<file path="src/rtl/arb_14_2_1_pkg.sv">
// Shared definitions for the 14-bit 2:1 arbiter slice: source encodings,
// output-register state encoding and datapath width.
package arb_14_2_1_pkg;

  localparam int DATA_W = 14;

  // Source identifiers as carried on out_src and on the mux select.
  localparam logic SRC_A = 1'b0;
  localparam logic SRC_B = 1'b1;

  // Width of the burst counter; wide enough for BURST up to 15.
  localparam int BURST_W = 4;

  // Output register occupancy.
  typedef enum logic {
    ST_EMPTY = 1'b0,
    ST_FULL  = 1'b1
  } out_state_t;

  // Increment that sticks at the all-ones value of a CNT_W-bit counter
  // (value passed in 16 bits; callers truncate back to their width).
  function automatic logic [15:0] sat_inc(input logic [15:0] val,
                                          input logic [15:0] max_val);
    if (val >= max_val) begin
      return max_val;
    end
    return val + 16'd1;
  endfunction

endpackage

</file>
<file path="src/rtl/arb_14_2_1_mux.sv">
// Plain 2:1 word mux feeding the output data register. s=0 selects a.
module mux_14_2_1
  import arb_14_2_1_pkg::*;
(
  input  logic [DATA_W-1:0] a,
  input  logic [DATA_W-1:0] b,
  input  logic              s,
  output logic [DATA_W-1:0] res
);

  // Select between the two source words.
  always_comb begin
    res = a;
    if (s == SRC_B) begin
      res = b;
    end
  end

endmodule

</file>
<file path="src/rtl/arb_14_2_1.sv">
// Two-requester arbiter and output-register sequencer for the shared 14-bit
// datapath. One word per cycle is granted (A or B), muxed, and captured in a
// one-entry output register with its own valid/ready port.
//
// Output register FSM:
//   state    | meaning
//   ---------+-----------------------------------------------
//   ST_EMPTY | output register holds nothing, out_valid=0
//   ST_FULL  | output register holds a word,  out_valid=1
//
// Fairness: a source keeps the grant while the other is waiting for at most
// BURST consecutive handshakes; a lone requester is never throttled.
module arb_14_2_1
  import arb_14_2_1_pkg::*;
#(
  parameter int BURST = 4,
  parameter int CNT_W = 8
) (
  input  logic              clk,
  input  logic              rst_n,
  input  logic              a_valid,
  input  logic [DATA_W-1:0] a_data,
  output logic              a_ready,
  input  logic              b_valid,
  input  logic [DATA_W-1:0] b_data,
  output logic              b_ready,
  output logic              out_valid,
  output logic [DATA_W-1:0] out_data,
  output logic              out_src,
  input  logic              out_ready,
  input  logic              clr_cnt,
  output logic [CNT_W-1:0]  a_cnt,
  output logic [CNT_W-1:0]  b_cnt
);

  localparam logic [BURST_W-1:0] BURST_MAX = BURST_W'(BURST);
  localparam logic [CNT_W-1:0]   CNT_MAX   = {CNT_W{1'b1}};

  out_state_t         state_q;
  out_state_t         state_d;
  logic               last_src;
  logic [BURST_W-1:0] burst_cnt;
  logic               grant;
  logic               load_en;
  logic               hs;
  logic [DATA_W-1:0]  mux_res;

  assign out_valid = (state_q == ST_FULL);

  // The register can take a new word when empty or when it drains this cycle.
  assign load_en = !out_valid || out_ready;

  // Grant selection; with no requester the select parks on last_src.
  always_comb begin
    grant = last_src;
    if (a_valid && !b_valid) begin
      grant = SRC_A;
    end else if (b_valid && !a_valid) begin
      grant = SRC_B;
    end else if (a_valid && b_valid) begin
      if (burst_cnt < BURST_MAX) begin
        grant = last_src;
      end else begin
        grant = ~last_src;
      end
    end
  end

  // Readies; rst_n gating keeps both low while reset is asserted, since the
  // reset-cleared register would otherwise look ready to load.
  always_comb begin
    a_ready = rst_n && load_en && a_valid && (grant == SRC_A);
    b_ready = rst_n && load_en && b_valid && (grant == SRC_B);
    hs      = a_ready || b_ready;
  end

  mux_14_2_1 u_mux (
    .a   (a_data),
    .b   (b_data),
    .s   (grant),
    .res (mux_res)
  );

  // Output register state.
  always_ff @(posedge clk or negedge rst_n) begin
    if (!rst_n) begin
      state_q <= ST_EMPTY;
    end else begin
      state_q <= state_d;
    end
  end

  // Next-state: load wins over drain, so drain+load stays FULL.
  always_comb begin
    state_d = state_q;
    case (state_q)
      ST_EMPTY: begin
        if (hs) begin
          state_d = ST_FULL;
        end
      end
      ST_FULL: begin
        if (out_ready && !hs) begin
          state_d = ST_EMPTY;
        end
      end
      default: state_d = ST_EMPTY;
    endcase
  end

  // Capture the granted word and its origin on every handshake.
  always_ff @(posedge clk or negedge rst_n) begin
    if (!rst_n) begin
      out_data <= '0;
      out_src  <= SRC_A;
    end else if (hs) begin
      out_data <= mux_res;
      out_src  <= grant;
    end
  end

  // Burst tracking: consecutive handshakes to the same source, saturating.
  always_ff @(posedge clk or negedge rst_n) begin
    if (!rst_n) begin
      last_src  <= SRC_A;
      burst_cnt <= '0;
    end else if (hs) begin
      if (grant == last_src) begin
        if (burst_cnt < BURST_MAX) begin
          burst_cnt <= burst_cnt + 1'b1;
        end
      end else begin
        last_src  <= grant;
        burst_cnt <= BURST_W'(1);
      end
    end
  end

  // Per-source accepted-beat counters; clear beats a coincident handshake.
  always_ff @(posedge clk or negedge rst_n) begin
    if (!rst_n) begin
      a_cnt <= '0;
      b_cnt <= '0;
    end else if (clr_cnt) begin
      a_cnt <= '0;
      b_cnt <= '0;
    end else begin
      if (a_ready) begin
        a_cnt <= CNT_W'(sat_inc(16'(a_cnt), 16'(CNT_MAX)));
      end
      if (b_ready) begin
        b_cnt <= CNT_W'(sat_inc(16'(b_cnt), 16'(CNT_MAX)));
      end
    end
  end

endmodule

</file>
<file path="config.mk">
export PLATFORM = sky130hd
export DESIGN_NAME = arb_14_2_1
export DESIGN_NICKNAME = d
export VERILOG_FILES = /design/src/rtl/arb_14_2_1_pkg.sv /design/src/rtl/arb_14_2_1_mux.sv /design/src/rtl/arb_14_2_1.sv
export SDC_FILE = /design/constraint.sdc
export NUM_CORES = 1
export LEC_CHECK = 0
export CAP_MARGIN = 20
export CORE_ASPECT_RATIO = 1.75
export CORE_MARGIN = 3
export CORE_UTILIZATION = 45
export DETAILED_ROUTE_END_ITERATION = 10
export GPL_TIMING_DRIVEN = 0
export PLACE_DENSITY = 0.91
export SETUP_SLACK_MARGIN = 0.1
export SLEW_MARGIN = 0
export SYNTH_ARGS = -nofsm -noshare
export SYNTH_HDL_FRONTEND = slang
export SYNTH_SLANG_ARGS = --single-unit
</file>
<file path="constraint.sdc">
create_clock -name clk -period 2.4 [get_ports clk]
set_input_delay 0.48 -clock clk [delete_from_list [all_inputs] [get_ports clk]]
set_output_delay 0.48 -clock clk [all_outputs]
set_load 0.02 [all_outputs]
</file>
==> results of run 1 <==
[path summary, 6_finish.rpt]
path | cells after the start | slack [ps] | from | endpoint
max | 5 | 240 | burst_cnt[3] | a_ready
min | 1 | 80 | rst_n | b_cnt[4]
max reg2reg | 5 | 520 | burst_cnt[3] | out_data[8]
min reg2reg | 1 | 490 | burst_cnt[0] | burst_cnt[0]
max in group asynchronous | 2 | 1900 | rst_n | out_data[10]
min in group clk | 1 | 490 | burst_cnt[0] | burst_cnt[0]
[sequential cells by signal, indices dropped and copies added, names as in the netlist]
register	flops
a_cnt	8
b_cnt	8
burst_cnt	4
last_src	1
out_data	14
out_src	1
out_valid	1
[layout by cell type, fill, tap and decap left out, types with 4 or more instances in the layout]
| master | synthesis | final |
|---|---|---|
| clkdlybuf4s50_1 | 0 | 60 |
| nand3_1 | 6 | 6 |
| nand2_1 | 7 | 7 |
| a311oi_1 | 10 | 10 |
| clkbuf_1 | 8 | 10 |
| clkbuf_8 | 0 | 6 |
| mux2i_1 | 16 | 16 |
| a31oi_1 | 8 | 8 |
| and3_1 | 7 | 6 |
| inv_1 | 5 | 4 |
| buf_4 | 0 | 4 |
| buf_6 | 1 | 4 |
| buf_2 | 5 | 4 |
| a41oi_1 | 6 | 6 |
| dfrtp_1 | 37 | 37 |
| nor3_1 | 4 | 4 |
| a21oi_1 | 23 | 23 |
| nor2_1 | 20 | 20 |
[critical path: stages, from the launching register on]
cell and delay (ps):
dfrtp_1 460, or3_4 440, nand3_1 110, nand2_1 100
inv_2 110, buf_2 180
[synth_stat cells (4+ instances only)]
| cell | count | share of area (%) |
|---|---|---|
| a21oi_1 | 23 | 5.8 |
| a311oi_1 | 10 | 4.4 |
| a31oi_1 | 8 | 2.5 |
| a41oi_1 | 6 | 2.7 |
| and2_1 | 4 | 1.3 |
| and3_1 | 7 | 2.2 |
| buf_2 | 5 | 1.3 |
| clkbuf_1 | 8 | 1.5 |
| dfrtp_1 | 37 | 47 |
| inv_1 | 5 | 0.95 |
| mux2i_1 | 16 | 8.1 |
| nand2_1 | 7 | 1.3 |
| nand3_1 | 6 | 1.5 |
| nor2_1 | 20 | 3.8 |
| nor3_1 | 4 | 1.0 |
[layer usage]
layer,global-route usage (%),vias up,routed length [microns]
met5,0,-,0
met3,4.834,23,333
met2,38.28,91,2961
met1,22.10,940,1852
li1,-,899,-
met4,9.307,0,188
[kinds of logic after synthesis]
family	count (synthesis)	synth area share, %
AOI/OAI and AO/OA	63	22.43
and+or+nand+nor	59	15.34
DFF	37	46.89
buffers and inverters	20	5.323
muxes	16	8.111
adders and majority gates	3	1.901
[cell type report]
| type | instances | share of cell area (%) |
|---|---|---|
| clock buffer | 8 | 2.819 |
| inverter | 5 | 0.6608 |
| buffer | 15 | 3.833 |
| sequential | 37 | 32.60 |
| tap | 49 | 2.159 |
| timing repair buffer | 69 | 24.19 |
| multi-input combinational | 141 | 33.74 |
[timing repair]
action                     CTS  global route
buffers inserted             4             0
setup endpoints to repair    2             2
gates resized for setup     18             6
[stage by stage]
step,hold slack (ps),setup slack [ps]
2_1_floorplan,184.4,537.9
3_3_place_gp,469.5,-1903
3_5_place_dp,425.6,-657.2
4_1_cts,121.2,94.69
5_1_grt,87.73,180.3
6_report,81.43,243.6
[power by group through the flow]
stage	registers (uW)	clock network, uW	logic (uW)
after floorplan	896	0	370
after global placement	805	0	750
after detailed placement	812	0	774
after CTS	802	420	797
after global routing	816	449	855
final	803	411	796
==> metrics.txt, run 1 <==
fin nets 311; number of distinct library cells after synthesis 37; Routed WL 5335 microns; WP data required 1920 ps; first-pass GRT wire length slightly below 9000 microns; Residual DRC 0; Final HPWL DP around 4000 microns; I/O pins 68; clock network power share roughly 20%; main flop type after synthesis dfrtp_1; full die area 0.005250 sq mm; H-tree levels 2; GPL Wtd Cong 0.7869; Sw Ratio 34.11%; WS Path Type flop to primary output; Leakage roughly 0.0012 uW; Area growth syn-to-layout 43.85%; Final Hold Fails 0; clk slew on worst S/H paths 70 ps; min cycle time layout 2156 ps; cell area after layout 0.002840 sq mm; Final ANT Viol Nets 0; Synth Area per Inst roughly 10 sq um; post-synthesis register bit count 37; maximum vdd drop 0.5600 mV; Fmax 0.4637 GHz; CP Max Fanout 7; Final setup viols 0; largest net degree at the start of global routing 30; Hold Crit Class input port to asynchronous set/reset pin; Sequential Area a little over 900 sq um; final cell count without fillers 324; P_sw 685.5 uW; YS warnings 0; Final Util 67.80%; # fillers 310; slew margin rel. 67.59%; EDFF count, synth 0; setup_tns 0 ps; Hold-fix buffers, CTS 0; number of global-route vias before repair 1926; Clock Tree Root clkbuf_8; clk sinks 37; Clk Latency, worst-skew pair roughly 280 ps; Area after DPL about 0.0027 sq mm; status completed; via/cell ratio 6.028; crit end category primary output; combinational share of power around two fifths; max-slew violations 0; Internal Pwr Total 1324 uW; DR iter-0 viols 62; GR Util All Layers 20.83%; DP Cell Count ~310; initial antenna violation count 0; core area 0.004189 sq mm; power per cell area 707.5 mW/mm^2; overall power 2009 uW; Starting Density a little under half; Congestion Overflow GR 0; Diodes inserted 0; Cells after Synth about 200; Mapped Area 0.001974 sq mm; Worst Clk Skew 7.650 ps; Syn Nets 235; total number of vias a little under 2000; sequential element share of the synthesized area between 40% and 50%; Std-Cell Rows 31; CP arrival around 1700 ps; Die Ht about 94 microns; sequential power share 40.0%; RSZ-0062 raised after global routing false; CTS tree yes; Tightest Pin Transition approximately 490 ps; Tcrit/Tclk final between 80% and 90%; max_cap viols 0; Avg WL per Cell about 16 microns; number of port buffers between 60 and 70; total CTS buffers 5; CP startpoint kind flop; Bufs on Longest Clock Path 2; Pre-antenna DRT Iters 6; post-synthesis async set-or-reset flop share 100.0%; die extent in x ~56 microns; area of the multi-input gates 958.4 sq um; ratio of cells with drive above 1 in the final layout about a tenth
Note: power is estimated with default switching activity, not from simulation.
==> inputs of run 2 (changes only) <==
--- a/config.mk
+++ b/config.mk
@@ -12,6 +12,7 @@
 export DETAILED_ROUTE_END_ITERATION = 10
 export GPL_TIMING_DRIVEN = 0
 export PLACE_DENSITY = 0.91
+export REMOVE_ABC_BUFFERS = 1
 export SETUP_SLACK_MARGIN = 0.1
 export SLEW_MARGIN = 0
 export SYNTH_ARGS = -nofsm -noshare
==> run 2 against run 1 <==
Sequential share of layout area up 0.82 points. Routed wire length shrank 7.5%. Power decreased by 0.30%. Combinational power decreased by 5.3%. Critical path type is now input port to primary output. Clock skew is 2.7 ps higher. Via count decreased by 5.9%. Global-route usage down 1.4 points. Cell area down 2.1%. Sequential cell count is the same. Setup slack got worse by 51 ps. Non-clock buffer count fell by 13.
==> metrics.txt, run 2 (synthesis results as in run 1) <==
Clock Tree Root clkbuf_8; via/cell ratio 5.926; Tcrit/Tclk final 91.97%; GPL Wtd Cong 0.8326; CP startpoint kind input port; number of global-route vias before repair between 1500 and 2000; WP data required 1920 ps; number of port buffers 67; first-pass GRT wire length 8169 microns; # fillers 338; H-tree levels 2; slew margin rel. 56.09%; Final ANT Viol Nets 0; min cycle time layout about 2200 ps; clock network power share 21.8%; Hold Crit Class input port to asynchronous set/reset pin; power per cell area 720.3 mW/mm^2; Std-Cell Rows 31; Final setup viols 0; clk sinks 37; max_cap viols 0; Bufs on Longest Clock Path 2; ratio of cells with drive above 1 in the final layout about a tenth; Area after DPL about 0.0026 sq mm; Worst R2R Setup Slack approximately 360 ps; DP Worst Slack -695.1 ps; core area about 0.0042 sq mm; P_sw ~680 uW; reg2reg start burst_cnt[3]; maximum vdd drop approximately 0.62 mV; Final Util 66.40%; Top reg by flops out_data; Diodes inserted 0; CP Max Fanout 9; leading cell type in the layout, fill and taps excluded clkdlybuf4s50_1; commonest non-fill, non-tap cells in the layout 62 x clkdlybuf4s50_1, 34 x dfrtp_1, 23 x a21oi_1, 20 x nor2_1, 16 x mux2i_1; metal3 WL 338 microns; Area growth syn-to-layout 40.87%; CTS tree yes; FF-to-FF End out_data[9]; total CTS buffers 5; max FFs per register 14; Final Hold Fails 0; top flop regs out_data (14), a_cnt (8), b_cnt (8); full die area 0.005250 sq mm; Pre-antenna DRT Iters 4; Residual DRC 0; Tightest Pin Transition approximately 660 ps; Routed WL 4936 microns; GR Util All Layers 19.46%; combinational share of power 37.6%; die extent in x 56.07 microns; DR iter-0 viols between 50 and 60; Die Ht approximately 94 microns; RSZ-0062 raised after global routing false; clk slew on worst S/H paths approximately 70 ps; Worst Clk Skew 10.40 ps; worst r2r path cells 4; total number of vias ~1800; slack of the critical path 192.7 ps; Final HPWL DP 3526 microns; M1 WL 1898 microns; met2 WL post-DR 2605 microns; highest routing layer actually used met4; WS Path Type input port to primary output; initial antenna violation count 0; fin nets 298; cell area after layout 0.002781 sq mm; Avg WL per Cell 15.92 microns; Congestion Overflow GR 0; Sw Ratio 33.88%; sequential power share about two fifths; max-slew violations 0; Fmax 0.4530 GHz; Leakage 0.001161 uW; setup_tns 0 ps; hold_ws 56.96 ps; Clk Latency, worst-skew pair 290 ps; I/O pins 68; Hold-fix buffers, CTS 0; CP arrival 1730 ps; crit end category primary output; Starting Density 47.13%; status completed; Internal Pwr Total 1325 uW; largest net degree at the start of global routing 33
## run 2: cell types whose count changed in the layout (fill, tap and decap cells not counted), moves of 2 or more
cell and change:
buf_6 -4, clkbuf_1 -9, dlygate4sd2_1 +2, buf_2 -2
dfrtp_1 -3, clkdlybuf4s50_1 +2, dfrtp_2 +3
## run 2: through the flow
step / cells / power, uW
4_1_cts: 308 / 2005
5_1_grt: 310 / 2117
2_1_floorplan: 183 / 1213
3_3_place_gp: 299 / 1501
6_report: 310 / 2003
3_5_place_dp: 300 / 1531
## run 2: area by class of cell
| cell class | instances | area, sq um | share of cell area, % |
|---|---|---|---|
| Multi-Input combinational cell | 141 | 987.2 | 35.49 |
| Sequential cell | 37 | 929.6 | 33.42 |
| Timing Repair Buffer | 71 | 698.2 | 25.10 |
| Clock buffer | 7 | 86.33 | 3.104 |
| Tap cell | 49 | 61.31 | 2.204 |
| Inverter | 5 | 18.77 | 0.6748 |
## run 2: timing repair
action | 4_1_cts | 5_1_grt
setup endpoints to repair | 3 | 3
resized for setup | 25 | 5
setup buffers | 1 | 2
gates cloned | 0 | 0
pin swaps | 2 | 1
## run 2: metal layers
metal | vias up | track usage (%)
met5 | - | 0
met4 | 0 | 7.921
met3 | 10 | 4.282
met2 | 74 | 33.59
met1 | 881 | 23.11
li1 | 872 | -
## run 2: power groups by stage
stage | Combinational (uW) | Sequential (uW) | Clock (uW)
detailed placement | 710 | 821 | 0
floorplan | 312 | 901 | 0
finish | 754 | 813 | 437
global placement | 690 | 811 | 0
global route | 814 | 830 | 472
CTS | 745 | 811 | 449
## run 2: critical path: stages
cell and delay (ps):
clkdlybuf4s50_1 460, nand2b_4 170, and3_4 240, and2_4 200, buf_2 170
## run 2: worst max-delay path by stage
stage                 startpoint  endpoint  depth (start not counted)
floorplan           burst_cnt[3]   b_ready                          3
global placement           rst_n   a_ready                          5
detailed placement  burst_cnt[3]   b_ready                          4
CTS                 burst_cnt[3]   a_ready                          5
global route        burst_cnt[3]   a_ready                          5
finish                 out_ready   b_ready                          5
==> inputs of run 3 (changes only) <==
--- a/config.mk
+++ b/config.mk
@@ -7,10 +7,10 @@
 export LEC_CHECK = 0
 export CAP_MARGIN = 20
 export CORE_ASPECT_RATIO = 1.75
-export CORE_MARGIN = 3
 export CORE_UTILIZATION = 45
 export DETAILED_ROUTE_END_ITERATION = 10
 export GPL_TIMING_DRIVEN = 0
+export HOLD_SLACK_MARGIN = 0.05
 export PLACE_DENSITY = 0.91
 export REMOVE_ABC_BUFFERS = 1
 export SETUP_SLACK_MARGIN = 0.1
==> run 3 against run 2 <==
Non-clock buffer count stayed put. Routed wire length is 0.95% lower. Via count is 0.22% higher. Cell area is 1.3% higher. Die area is 11% lower. Final cell count is 0.32% higher. Highest routed layer unchanged. Largest power group unchanged. First-iteration DRC count is 37% lower. Clock skew is 2.1 ps lower.
==> metrics.txt, run 3 (synthesis results as in run 1) <==
CP startpoint kind input port; Final Hold Fails 0; P_sw 693.8 uW; ratio of cells with drive above 1 in the final layout 10.69%; H-tree levels 2; die extent in x 52.07 microns; worst r2r path cells 4; Internal Pwr Total 1431 uW; WP data required 1920 ps; max-slew violations 0; core area between 0.004 and 0.005 sq mm; initial antenna violation count 0; fin nets 298; number of global-route vias before repair 1721; commonest non-fill, non-tap cells in the layout 62 x clkdlybuf4s50_1, 34 x dfrtp_1, 23 x a21oi_1, 20 x nor2_1, 16 x mux2i_1; DP Cell Count 300; final cell count without fillers about 310; Diodes inserted 0; Worst Clk Skew 8.288 ps; total number of vias ~1800; CTS tree yes; Fmax 0.4544 GHz; Sw Ratio 32.65%; Area growth syn-to-layout 42.71%; Area after DPL between 0.002 and 0.003 sq mm; GR Util All Layers 21.63%; Routed WL 4889 microns; slew margin rel. 56.13%; cell area after layout 0.002818 sq mm; Worst R2R Setup Slack 410 ps; Clk Latency, worst-skew pair 290 ps; Starting Density 47.13%; clock network power share between 20% and 30%; total CTS buffers 5; Residual DRC 0; Tightest Pin Transition 658.1 ps; DR iter-0 viols 32; via/cell ratio 5.920; Congestion Overflow GR 0; Hold Crit Class input port to asynchronous set/reset pin; status completed; first-pass GRT wire length approximately 7400 microns; CP arrival 1720 ps; top flop regs out_data (14), a_cnt (8), b_cnt (8); number of port buffers 67; Final HPWL DP 3413 microns; full die area around 0.0047 sq mm; combinational share of power 35.3%; Clock Tree Root clkbuf_8; reg2reg start burst_cnt[3]; # fillers 317; min cycle time layout 2201 ps; Final ANT Viol Nets 0; crit end category primary output; max FFs per register 14; WS Path Type input port to primary output; maximum vdd drop approximately 0.55 mV; RSZ-0062 raised after global routing false; Top reg by flops out_data; Tcrit/Tclk final 91.69%; Die Ht 89.63 microns; Pre-antenna DRT Iters 4; sequential power share 38.2%; GPL Wtd Cong 0.8410; Bufs on Longest Clock Path 2; clk slew on worst S/H paths about 70 ps; Avg WL per Cell 15.72 microns; max_cap viols 0; Leakage 0.001173 uW; Final setup viols 0; clk sinks 37; leading cell type in the layout, fill and taps excluded clkdlybuf4s50_1; FF-to-FF End out_data[9]; power per cell area 754.1 mW/mm^2; I/O pins 68; CP Max Fanout 9; Std-Cell Rows 31; largest net degree at the start of global routing 41
## run 3: cell count changes in the layout (fill, tap and decap cells not counted)
cell / previous run / this run
clkinvlp_4: 0 / 1
bufinv_16: 0 / 1
dlygate4sd3_1: 0 / 1
buf_4: 4 / 3
clkbuf_1: 1 / 0
## run 3: per-layer routing
layer	track usage [%]	wire, microns	vias up
met2	37.41	2597	78
met5	0	0	-
met4	14.00	140	0
met3	5.219	299	13
met1	22.87	1851	879
li1	-	-	871
## run 3: cell type report
cell class	count	area (sq um)	area share, %
inverters	5	18.77	0.6661
multi-input cells	141	987.2	35.04
flip-flops and latches	37	929.6	32.99
clock buffers	6	82.58	2.931
clock inverters	2	37.54	1.332
well taps	49	61.31	2.176
repair buffers	71	700.7	24.87
## run 3: worst max-delay path by stage
stage / start / slack (ps) / depth (start not counted) / end
floorplan: burst_cnt[3] / 230 / 3 / b_ready
global placement: rst_n / -1900 / 5 / a_ready
detailed placement: a_valid / -660 / 4 / b_ready
CTS: out_ready / 90 / 5 / b_ready
global route: burst_cnt[3] / 120 / 5 / a_ready
finish: out_ready / 200 / 5 / b_ready
## run 3: power groups by stage
stage	combinational (uW)	sequential [uW]	clock (uW)
final	749	812	563
after global placement	686	809	0
after CTS	741	807	574
after floorplan	312	901	0
after detailed placement	709	817	0
after global routing	803	828	603
## run 3: per-stage QoR
| step | power (uW) | setup slack, ps | hold WS, ps | utilization (%) | setup TNS [ps] |
|---|---|---|---|---|---|
| final | 2125 | 199.5 | 154.5 | 67.26 | 0 |
| after floorplan | 1213 | 225.8 | 184.4 | - | 0 |
| after global placement | 1495 | -1901 | 466.7 | 62.54 | -49030 |
| after CTS | 2122 | 86.61 | 159.5 | 67.00 | 0 |
| after detailed placement | 1526 | -662.7 | 323.2 | 62.90 | -2624 |
| after global routing | 2234 | 117.7 | 165.2 | 67.26 | 0 |
## run 3: what timing repair did
item	CTS	global route
hold endpoints to repair	5	0
setup buffers	1	1
hold buffers	1	0
gates resized for setup	24	6
setup endpoints to repair	3	4
pin swaps	0	1
## run 3: critical path: stages
cell,delay (ps)
clkdlybuf4s50_1,450
nand2b_4,170
and3_4,240
and2_4,200
buf_2,170
